`src/rtl/if_stage_pkg.sv`:
```
// -----------------------------------------------------------------------------
// if_stage_pkg
//   Shared constants for the 5-stage LoongArch pipeline: reset PC, inter-stage
//   bus widths and the field offsets of the buses that IF produces/consumes.
//   Imported by if_stage today and by the id/exe/mem/wb stages later.
// -----------------------------------------------------------------------------
package if_stage_pkg;

    // Address of the first instruction fetched after reset.
    localparam logic [31:0] RESET_PC = 32'h1c00_0000;

    // Inter-stage bus widths.
    localparam int unsigned BR_BUS_WD       = 33;
    localparam int unsigned FS_TO_DS_BUS_WD = 64;
    localparam int unsigned DS_TO_ES_BUS_WD = 150;
    localparam int unsigned ES_TO_MS_BUS_WD = 71;
    localparam int unsigned MS_TO_WS_BUS_WD = 70;

    // br_bus = {br_taken, br_target[31:0]}
    localparam int unsigned BR_TAKEN_BIT   = 32;
    localparam int unsigned BR_TARGET_LSB  = 0;

    // fs_to_ds_bus = {fs_pc[31:0], fs_inst[31:0]}
    localparam int unsigned FS_PC_LSB   = 32;
    localparam int unsigned FS_INST_LSB = 0;

    // Every instruction is one 32-bit word.
    localparam logic [31:0] INST_BYTES = 32'd4;

    // Sequential successor of a PC; wraps modulo 2^32 with no special case.
    function automatic logic [31:0] seq_pc_of(input logic [31:0] pc);
        return pc + INST_BYTES;
    endfunction

endpackage

```
`src/rtl/if_inst_buf.sv`:
```
// -----------------------------------------------------------------------------
// if_inst_buf
//   One-entry instruction capture/bypass buffer for the fetch stage. The
//   instruction SRAM only presents read data for one cycle, so when IF holds
//   an instruction that ID cannot take, the data is parked here and replayed
//   for the rest of the stall.
//
// Ports
//   i_clk        clock, all state on posedge
//   i_reset      synchronous active-high reset, empties the buffer
//   i_capture    latch i_rdata into the buffer this edge
//   i_clear      empty the buffer this edge (wins over i_capture)
//   i_rdata      instruction SRAM read data
//   o_buf_valid  buffer holds a parked instruction
//   o_inst       parked instruction when valid, otherwise i_rdata
// -----------------------------------------------------------------------------
module if_inst_buf
    import if_stage_pkg::*;
(
    input  logic        i_clk,
    input  logic        i_reset,
    input  logic        i_capture,
    input  logic        i_clear,
    input  logic [31:0] i_rdata,
    output logic        o_buf_valid,
    output logic [31:0] o_inst
);

    logic        r_buf_valid;
    logic [31:0] r_inst_buf;

    always_ff @(posedge i_clk) begin
        if (i_reset) begin
            r_buf_valid <= 1'b0;
            r_inst_buf  <= '0;
        end else if (i_clear) begin
            r_buf_valid <= 1'b0;
        end else if (i_capture) begin
            r_buf_valid <= 1'b1;
            r_inst_buf  <= i_rdata;
        end
    end

    assign o_buf_valid = r_buf_valid;
    assign o_inst      = r_buf_valid ? r_inst_buf : i_rdata;

endmodule

```
`src/rtl/if_stage.sv`:
```
// -----------------------------------------------------------------------------
// if_stage
//   Instruction-fetch stage of the 5-stage LoongArch pipeline. Owns the PC,
//   drives the synchronous (1-cycle latency) instruction SRAM and hands
//   {pc, inst} to ID over a valid/allowin handshake. Branch redirects from ID
//   cancel the sequential instruction currently in IF and fetch the target in
//   the same cycle.
//
// Ports
//   clk              clock, all state on posedge
//   reset            synchronous active-high reset
//   ds_allowin       ID can accept an instruction this cycle
//   br_bus           {br_taken, br_target[31:0]} from ID; br_taken is a pulse
//   fs_to_ds_valid   fs_to_ds_bus carries a valid instruction
//   fs_to_ds_bus     {fs_pc, fs_inst} to ID
//   inst_sram_en     SRAM read request
//   inst_sram_we     SRAM write enable, always 0
//   inst_sram_addr   SRAM fetch address (nextpc)
//   inst_sram_wdata  SRAM write data, always 0
//   inst_sram_rdata  SRAM data for the address requested the previous cycle
// -----------------------------------------------------------------------------
module if_stage
    import if_stage_pkg::*;
#(
    parameter logic [31:0] RESET_PC        = if_stage_pkg::RESET_PC,
    parameter int unsigned BR_BUS_WD       = if_stage_pkg::BR_BUS_WD,
    parameter int unsigned FS_TO_DS_BUS_WD = if_stage_pkg::FS_TO_DS_BUS_WD
) (
    input  logic                       clk,
    input  logic                       reset,
    input  logic                       ds_allowin,
    input  logic [BR_BUS_WD-1:0]       br_bus,
    output logic                       fs_to_ds_valid,
    output logic [FS_TO_DS_BUS_WD-1:0] fs_to_ds_bus,
    output logic                       inst_sram_en,
    output logic                       inst_sram_we,
    output logic [31:0]                inst_sram_addr,
    output logic [31:0]                inst_sram_wdata,
    input  logic [31:0]                inst_sram_rdata
);

    // Architectural IF state.
    logic        r_fs_valid;
    logic [31:0] r_fs_pc;

    // Pre-IF / handshake signals.
    logic        w_to_fs_valid;
    logic        w_br_taken;
    logic [31:0] w_br_target;
    logic [31:0] w_seq_pc;
    logic [31:0] w_nextpc;
    logic        w_fs_ready_go;
    logic        w_fs_allowin;

    // Buffer control and selected instruction.
    logic        w_buf_capture;
    logic        w_buf_clear;
    logic        w_buf_valid;
    logic [31:0] w_fs_inst;

    assign w_br_taken    = br_bus[BR_TAKEN_BIT];
    assign w_br_target   = br_bus[BR_TARGET_LSB +: 32];

    assign w_to_fs_valid = ~reset;
    assign w_seq_pc      = seq_pc_of(r_fs_pc);
    assign w_nextpc      = w_br_taken ? w_br_target : w_seq_pc;

    // The SRAM always answers in one cycle, so IF never has to wait on it.
    assign w_fs_ready_go = 1'b1;

    // A taken branch frees IF even when ID stalls: the instruction in IF is
    // the wrong-path successor and is dropped, so the target can be fetched.
    assign w_fs_allowin  = ~r_fs_valid | (ds_allowin & w_fs_ready_go) | w_br_taken;

    always_ff @(posedge clk) begin
        if (reset) begin
            r_fs_valid <= 1'b0;
            // One word before RESET_PC so seq_pc lands on RESET_PC.
            r_fs_pc    <= RESET_PC - INST_BYTES;
        end else if (w_fs_allowin) begin
            r_fs_valid <= w_to_fs_valid;
            r_fs_pc    <= w_nextpc;
        end
    end

    // Park SRAM data on the first stalled cycle only; later stalled cycles
    // see no fresh read data because no request is issued while stalled.
    assign w_buf_capture = r_fs_valid & ~ds_allowin & ~w_buf_valid & ~w_br_taken;
    assign w_buf_clear   = (r_fs_valid & ds_allowin) | w_br_taken;

    if_inst_buf u_inst_buf (
        .i_clk       (clk),
        .i_reset     (reset),
        .i_capture   (w_buf_capture),
        .i_clear     (w_buf_clear),
        .i_rdata     (inst_sram_rdata),
        .o_buf_valid (w_buf_valid),
        .o_inst      (w_fs_inst)
    );

    // Reset gating keeps the output quiet in the reset cycle itself, before
    // the synchronous clear of r_fs_valid has taken effect.
    assign fs_to_ds_valid  = r_fs_valid & w_fs_ready_go & ~w_br_taken & ~reset;
    assign fs_to_ds_bus    = {r_fs_pc, w_fs_inst};

    assign inst_sram_en    = w_to_fs_valid & w_fs_allowin;
    assign inst_sram_we    = 1'b0;
    assign inst_sram_addr  = w_nextpc;
    assign inst_sram_wdata = '0;

endmodule

```
`config.mk`:
```
export PLATFORM = sky130hd
export DESIGN_NAME = if_stage
export DESIGN_NICKNAME = d
export VERILOG_FILES = /design/src/rtl/if_stage_pkg.sv /design/src/rtl/if_inst_buf.sv /design/src/rtl/if_stage.sv
export SDC_FILE = /design/constraint.sdc
export NUM_CORES = 1
export LEC_CHECK = 0
export ABC_AREA = 1
export BUFFER_PORTS_ARGS = -buffer_cell sky130_fd_sc_hd__buf_2
export CORE_ASPECT_RATIO = 1.25
export CORE_UTILIZATION = 47
export CTS_CLUSTER_SIZE = 10
export DETAILED_ROUTE_END_ITERATION = 10
export GPL_ROUTABILITY_DRIVEN = 0
export PLACE_DENSITY_LB_ADDON = 0.25
export SLEW_MARGIN = 30
export SYNTH_ARGS = -nofsm -noshare
export SYNTH_HDL_FRONTEND = slang
export SYNTH_SLANG_ARGS = --single-unit
```
`constraint.sdc`:
```
create_clock -name clk -period 1.67 [get_ports clk]
set_input_delay 0.167 -clock clk [delete_from_list [all_inputs] [get_ports clk]]
set_output_delay 0.167 -clock clk [all_outputs]
set_load 0.02 [all_outputs]
```
==> metrics.txt <==
largest net degree at the start of global routing between 60 and 70; placed cell count roughly 970; n_diodes 0; final clock skew between 10 and 15 ps; PD cells a little over 800 mW/mm^2; Critical Path Start r_fs_pc[14]; post-synth top area share 0.3178; most frequent cells after synthesis nand2_1, o21ai_0, inv_1; Final Hold Viols 0; share of cells above drive strength 1 0.4357; DIE AREA between 0.009 and 0.01 sq mm; DRT antenna net count 0; clock root buffer master clkbuf_8; Max Buffers Root-to-Sink 2; status finished, violations left; vias in the first global route just under 5000; maximum VDD drop around 0.54 mV; clk sinks 66; CTS tree yes; GRT Util Overall 0.2990; H-tree level count 3; DR DRC count 0; largest area contributor in the netlist dfxtp_1; dpl hpwl about 9.2 mm; TritonCTS buffer count 9; ys flop type dfxtp_1; die width 86.13 microns; via count 5426; hold_sp ds_allowin; Critical Path End Type output pin; routed vias/inst around 5.4; Final Cell Area about 0.0063 sq mm; crit path max fanout 3; final net count approximately 950; crit-path max cell delay between 300 and 400 ps; Filler Cell Count approximately 680; routed len/inst between 10 and 15 microns; setup ws final -388.2 ps; reg2reg start r_fs_pc[13]; first-pass GRT wire length between 20 and 25 mm; Leak Pwr approximately 3.2 nW; Slowest cell on crit path dfxtp_4; max-slew violations 0; drt first pass iters 6; Multi-input gate area 0.002845 sq mm; Non-Filler Instances 1006; syn avg cell area 6.105 sq um; Top Ports just under 200; row cnt 38; number of flops mapped to enable cells by yosys 0; grt ovf 0; detailed-route wire length 14.98 mm; asr flop ratio synth 0; Placeable Area ~0.0087 sq mm; failing checks negative setup slack; Starting Density 0.4805; top-count cell post-synth nand2_1; Hold WC Path Type in -> reg; number of antenna violations at the first check in global routing 0; RSZ-0062 raised after global routing yes; Clk Latency, worst-skew pair around 360 ps; Final min period 2058 ps; synthesized cell area ~0.0042 sq mm; Critical Path RT 1500 ps; cell breakdown of the critical path nand2_4 -> buf_6 -> nor2_4 -> nand2_2 -> nor2_2 -> nand2_1 -> nand2_1 -> nand3_2 -> and2_4 -> buf_6; Worst Path Buf+Inv 2; period utilization 1.232; CP delay by family, top simple AND/OR/NAND/NOR gates; cell count after synthesis 681; Yosys warning total 0; Initial DRC Count about 520; Area Growth Syn to Fin 52.39%; CTS clk-pin slew, worst paths approximately 80 ps; Synth area leaders dfxtp_1, nand2_1, o21ai_0, a21oi_1, inv_1; I/O Buffers between 150 and 200; Max-slew headroom 0.6457; Post-CTS Hold Buffers 0; Max Clk Rate ~0.49 GHz; sequential share of the synthesized area 0.3178; post-synthesis register bit count 66; critical path data arrival time approximately 1900 ps; setup violators final 28; chip height around 110 microns; worst slew pin tran between 500 and 600 ps; FF/Latch Area 0.001391 sq mm; Crit Path Class reg -> out; startpoint types flip-flop; Max-Cap Viols 0; final setup TNS -6966 ps; total power ~5.3 mW; Core Util, Final 0.7322; unique cell type count in the Yosys netlist 33; area of placed instances between 0.005 and 0.006 sq mm
through the flow:
| step | setup slack (ps) | hold slack [ps] |
|---|---|---|
| finish | -388.2 | 34.39 |
| detailed placement | -29.09 | 397.0 |
| global placement | -19.01 | 383.7 |
| CTS | -298.2 | 15.31 |
| global route | -457.6 | 37.66 |
| floorplan | 46.14 | 277.4 |
state kept, by name, summed over array words and instances (netlist names):
register and cells:
u_inst_buf.r_inst_buf 32, u_inst_buf.o_buf_valid 1, r_fs_pc 32, r_fs_valid 1
final timing paths:
check | slack (ps) | end | cells after the start
max | -390 | inst_sram_addr[20] | 10
min | 30 | u_inst_buf.o_buf_valid | 2
max reg2reg | 10 | r_fs_pc[19] | 9
min reg2reg | 440 | u_inst_buf.o_buf_valid | 1
metal layers:
layer | wire (microns) | vias up | global-route usage
li1 | - | 2517 | -
met1 | 5418 | 2446 | 0.3187
met2 | 7496 | 366 | 0.5261
met3 | 1310 | 97 | 0.05466
met4 | 760 | 0 | 0.2095
met5 | 0 | - | 0
cells by family (layout without fill, tap and decap cells):
family	after synthesis	count (layout)	share of synthesized area
AO/OA/AOI/OAI	152	152	0.1956
XOR/XNOR	1	1	0.002107
adder cells (fa/ha/maj)	1	1	0.003009
buffers and inverters	140	313	0.1571
flip-flops	66	66	0.3178
other	1	33	0.0009019
AND/OR/NAND/NOR	320	320	0.3235
cell usage in the layout (no fill, tap or decap), drive strengths merged:
| cell type | netlist | final |
|---|---|---|
| a21boi | 2 | 2 |
| a21oi | 57 | 57 |
| a221oi | 3 | 3 |
| a31oi | 4 | 4 |
| and2 | 5 | 5 |
| buf | 38 | 223 |
| bufinv | 0 | 2 |
| clkbuf | 27 | 12 |
| clkinv | 1 | 2 |
| conb | 1 | 33 |
| dfxtp | 66 | 66 |
| ha | 1 | 1 |
| inv | 74 | 74 |
| nand2 | 203 | 203 |
| nand3 | 32 | 32 |
| nand3b | 8 | 8 |
| nand4 | 2 | 2 |
| nor2 | 60 | 60 |
| nor2b | 1 | 1 |
| nor3 | 1 | 1 |
| o211ai | 9 | 9 |
| o21a | 1 | 1 |
| o21ai | 76 | 76 |
| or2 | 8 | 8 |
| xnor2 | 1 | 1 |
cell type report:
cell class                 count  share of cell area
multi-input combinational    507              0.4491
timing repair buffer         223              0.2301
sequential                    66              0.2196
inverter                      75             0.04601
tap                          120             0.02370
clock buffer                  12             0.02133
clock inverter                 3             0.01027
power breakdown:
group / total, mW / switching [mW] / internal (mW)
registers: 1.80 / 0.111 / 1.69
clock network: 1.44 / 0.610 / 0.832
logic: 2.02 / 1.26 / 0.765
total: 5.26 / 1.98 / 3.28
repair_timing:
action,CTS,global route
setup buffers,19,8
pin swaps,29,36
resized for setup,153,114
setup endpoints to repair,44,73
Power figures use the tool's default switching activity.
